$ cat src/rtl/adder_serial_ctrl.sv
// adder_serial_ctrl: WIDTH-bit add with carry-in, sequenced two bits per cycle through an external adder_2 slice.
module adder_serial_ctrl #(
  parameter int WIDTH = 16
) (
  input  logic             clk,
  input  logic             rst_n,
  input  logic             start_valid,
  output logic             start_ready,
  input  logic [WIDTH-1:0] a,
  input  logic [WIDTH-1:0] b,
  input  logic             c_in,
  output logic [WIDTH-1:0] sum,
  output logic             c_out,
  output logic             done_valid,
  input  logic             done_ready,
  output logic             busy,
  output logic [1:0]       slice_a,
  output logic [1:0]       slice_b,
  output logic             slice_c_in,
  input  logic [1:0]       slice_s,
  input  logic             slice_c_out
);
  localparam int NSLICE = WIDTH / 2;
  localparam int CW = NSLICE > 1 ? $clog2(NSLICE) : 1;
  typedef enum logic [1:0] {IDLE, RUN, DONE} state_t;
  state_t           state_q, state_d;
  logic [WIDTH-1:0] a_q, a_d, b_q, b_d, sum_q, sum_d;
  logic             carry_q, carry_d, c_out_q, c_out_d;
  logic [CW-1:0]    cnt_q, cnt_d;
  logic             run;
  assign run         = state_q == RUN;
  assign start_ready = state_q == IDLE;
  assign done_valid  = state_q == DONE;
  assign busy        = state_q != IDLE;
  assign sum         = sum_q;
  assign c_out       = c_out_q;
  assign slice_a     = run ? a_q[{cnt_q, 1'b0} +: 2] : 2'b00;
  assign slice_b     = run ? b_q[{cnt_q, 1'b0} +: 2] : 2'b00;
  assign slice_c_in  = run & carry_q;
  always_comb begin
    state_d = state_q;
    a_d     = a_q;
    b_d     = b_q;
    sum_d   = sum_q;
    carry_d = carry_q;
    c_out_d = c_out_q;
    cnt_d   = cnt_q;
    case (state_q)
      IDLE: if (start_valid) begin
        a_d     = a;
        b_d     = b;
        carry_d = c_in;
        cnt_d   = '0;
        sum_d   = '0;
        state_d = RUN;
      end
      RUN: begin
        sum_d[{cnt_q, 1'b0} +: 2] = slice_s;
        carry_d = slice_c_out;
        cnt_d   = cnt_q + CW'(1);
        if (cnt_q == CW'(NSLICE - 1)) begin
          c_out_d = slice_c_out;
          state_d = DONE;
        end
      end
      DONE: state_d = done_ready ? IDLE : DONE;
      default: state_d = IDLE;
    endcase
  end
  always_ff @(posedge clk or negedge rst_n) begin
    if (!rst_n) begin
      state_q <= IDLE;
      a_q     <= '0;
      b_q     <= '0;
      sum_q   <= '0;
      carry_q <= 1'b0;
      c_out_q <= 1'b0;
      cnt_q   <= '0;
    end else begin
      state_q <= state_d;
      a_q     <= a_d;
      b_q     <= b_d;
      sum_q   <= sum_d;
      carry_q <= carry_d;
      c_out_q <= c_out_d;
      cnt_q   <= cnt_d;
    end
  end
endmodule
$ cat config.mk
export PLATFORM = sky130hd
export DESIGN_NAME = adder_serial_ctrl
export DESIGN_NICKNAME = d
export VERILOG_FILES = /design/src/rtl/adder_serial_ctrl.sv
export SDC_FILE = /design/constraint.sdc
export NUM_CORES = 1
export LEC_CHECK = 0
export BUFFER_PORTS_ARGS = -buffer_cell sky130_fd_sc_hd__clkbuf_2
export CAP_MARGIN = 10
export CORE_ASPECT_RATIO = 2
export CORE_MARGIN = 2
export CORE_UTILIZATION = 40
export CTS_BUF_LIST = sky130_fd_sc_hd__clkbuf_2 sky130_fd_sc_hd__clkbuf_4 sky130_fd_sc_hd__clkbuf_8
export DETAILED_ROUTE_END_ITERATION = 8
export GPL_ROUTABILITY_DRIVEN = 0
export SYNTH_ARGS = -nofsm -noshare
export SYNTH_HDL_FRONTEND = slang
export SYNTH_SLANG_ARGS = --single-unit
$ cat constraint.sdc
create_clock -name clk -period 3.2 [get_ports clk]
set_input_delay 0.64 -clock clk [delete_from_list [all_inputs] [get_ports clk]]
set_output_delay 0.64 -clock clk [all_outputs]
set_load 0.005 [all_outputs]
==> impl_metrics.toml <==
[finish]
drive_gt1_frac = 0.243
n_antenna_cell = 0
area_growth_pct = 17.8
finalNetCount = 383
fillers = 681
fin_cells = 426

[outcome]
status = "completed"

[global_routing]
antenna_found_initial = 0
track_usage = 0.172
grt_pass1_wl_um = 9520
grt.overflow.total = 0
grt_max_degree = 35
grt_pass1_vias = 2042

[job]
drv_cap = 0

[placed_design]
hpwl_um = 4180
placedCellCount = 419
portBuffers = 64

[logic_synthesis]
syn_inst = 276
synthFlopType = "dfrtp_1"
synth_most_common_cell = "nand2_1"
yosysSeqAreaShare = 0.519
syn-cell-area_um2 = 2650
postSynth.asyncResetShare = 1.00
syn-num-nets = 321
synth_edf_count = 0
synth-seq-cells = 55
synth_top_cell_by_area = "dfrtp_1"
yosys.area.top_type_share = 0.519
yosysUniqueCellTypes = 32
ys_warn_count = 0
synthTopCellsByCount = "nand2_1, dfrtp_1, mux2i_1"
yosys-top-cells-area = "dfrtp_1, nand2_1, mux2i_1"
avgSynthCellArea_um2 = 9.60

[floorplanning]
core_area_um2 = 6520
die_h_um = 119
die_x_um = 61.6
design.die.area_um2 = 7330
std_cell_rows = 42
start_util = 0.407
pin_count = 65

[drt]
totalWireLength_um = 5700
vias_per_cell = 4.91
drc = 0
post_drt_wl_per_cell_um = 13.4
final_antenna_net_count = 0
drt_iter0_markers = 88
drt_pass1_iterations = 4
vias = 2090

[timing]
relSlewSlack = 0.425
finalSetupViolations = 0
rsz0062_at_grt = "no"
slew_violations = 0
clock_skew_ps = 8.68
fmax_mhz = 423
final.period_utilization = 0.739
tns_ps = 0
fin_crit_ps = 2360
hold_violations = 0
worst_slew_pin_slew_ps = 863

[cts]
htreeDepth = 2
cts_max_path_buffers = 2
root_buffer = "clkbuf_8"
cts_resized = 0
cts_tree = "done"
post_cts_buffers = 0
numCtsBuffers = 5
ctsHoldBuffers = 0
cts.sinks = 55
clk_latency_ps = 320
clkSlewWorstSetupHoldPaths_ps = 100

[worst_setup_path]
crit_path_start_kind = "flop"
end_kind = "primary output"
cp.required_ps = 2560
worstSetupPathType = "reg -> out"
r2r-end = "sum[5]"
rr_worst_depth = 6
crit_arrival_ps = 1720
r2r-start = "cnt_q[0]"
reg2reg_slack_ps = 1010
cp_max_fo = 16

[power_and_ir_drop]
p_total_mw = 2.84
p_per_area_nw_per_um2 = 910
leakage_nw = 1.70
vdd_ir_drop_max_mv = 0.393

[worst_hold_path]
min_path_type = "in -> async"
## registers in the layout (all words and copies together), names as in the netlist
register	cells
a_q	16
b_q	16
carry_q	1
cnt_q	3
sum	16
c_out	1
state_q	2
## worst max-delay path: stages, from the launching register on
cell and delay (ps):
dfrtp_1 630, nor2b_1 330, a22oi_1 110, and4_1 230, clkbuf_2 110
## cells by family after synthesis
kind of cell | share of synthesized area
simple gates | 0.261
flops | 0.519
mux | 0.121
buf+inv | 0.0420
compound gates | 0.0331
fa+ha+maj | 0.0236
## per-layer routing
| metal | part of all wire | GRT usage | up-vias |
|---|---|---|---|
| met5 | 0 | 0 | - |
| met4 | 0.017 | 0.0598 | 0 |
| met3 | 0.057 | 0.0423 | 5 |
| met2 | 0.49 | 0.266 | 63 |
| met1 | 0.43 | 0.232 | 991 |
| li1 | - | - | 1031 |
## layout by cell type, fill, tap and decap left out
cell,instances
a22o_1,2
a22oi_1,5
and2_1,2
and2b_1,1
and4_1,4
and4bb_2,1
buf_4,5
clkbuf_2,64
clkbuf_8,6
clkinv_2,1
dfrtp_1,55
ha_1,5
inv_1,6
mux2_2,1
mux2i_1,31
nand2_1,118
nand2b_1,3
nand3_1,7
nand3b_1,3
nand4b_1,1
nor2_1,1
nor2b_1,3
nor3_1,1
nor3b_4,1
nor4_1,1
nor4_2,2
nor4b_1,1
o21ai_0,2
o21bai_1,1
o31ai_1,2
or2_2,1
or3b_1,1
## metrics by stage
step	worst slack [ps]	area (µm²)	hold WS, ps	utilization
after detailed placement	1010	3040	461	0.466
after floorplan	1160	2650	344	-
final	836	3120	417	0.479
after CTS	794	3120	438	0.479
after global routing	720	3120	471	0.479
after global placement	1120	3040	457	0.466
## how the worst max path moves through the flow
stage | start | endpoint | slack [ps]
3_3_place_gp | cnt_q[0] | sum[15] | 1120
6_report | cnt_q[0] | slice_a[1] | 840
3_5_place_dp | cnt_q[0] | sum[5] | 1010
5_1_grt | cnt_q[1] | slice_a[0] | 720
2_1_floorplan | cnt_q[1] | sum[14] | 1160
4_1_cts | cnt_q[1] | slice_a[0] | 790
## power breakdown
group          switching (mW)  internal [mW]
Clock                   0.218          0.170
Combinational           0.693          0.568
Sequential              0.203          0.988
Total                    1.11           1.73
## final cells by class
type / instances / area [µm²] / share of cell area
Inverter: 6 / 22.5 / 0.00721
Tap cell: 88 / 110 / 0.0353
Timing Repair Buffer: 69 / 358 / 0.115
Sequential cell: 55 / 1380 / 0.441
Clock inverter: 1 / 5.00 / 0.00160
Clock buffer: 6 / 82.6 / 0.0264
Multi-Input combinational cell: 201 / 1170 / 0.374
Note: power is estimated with default switching activity, not from simulation.
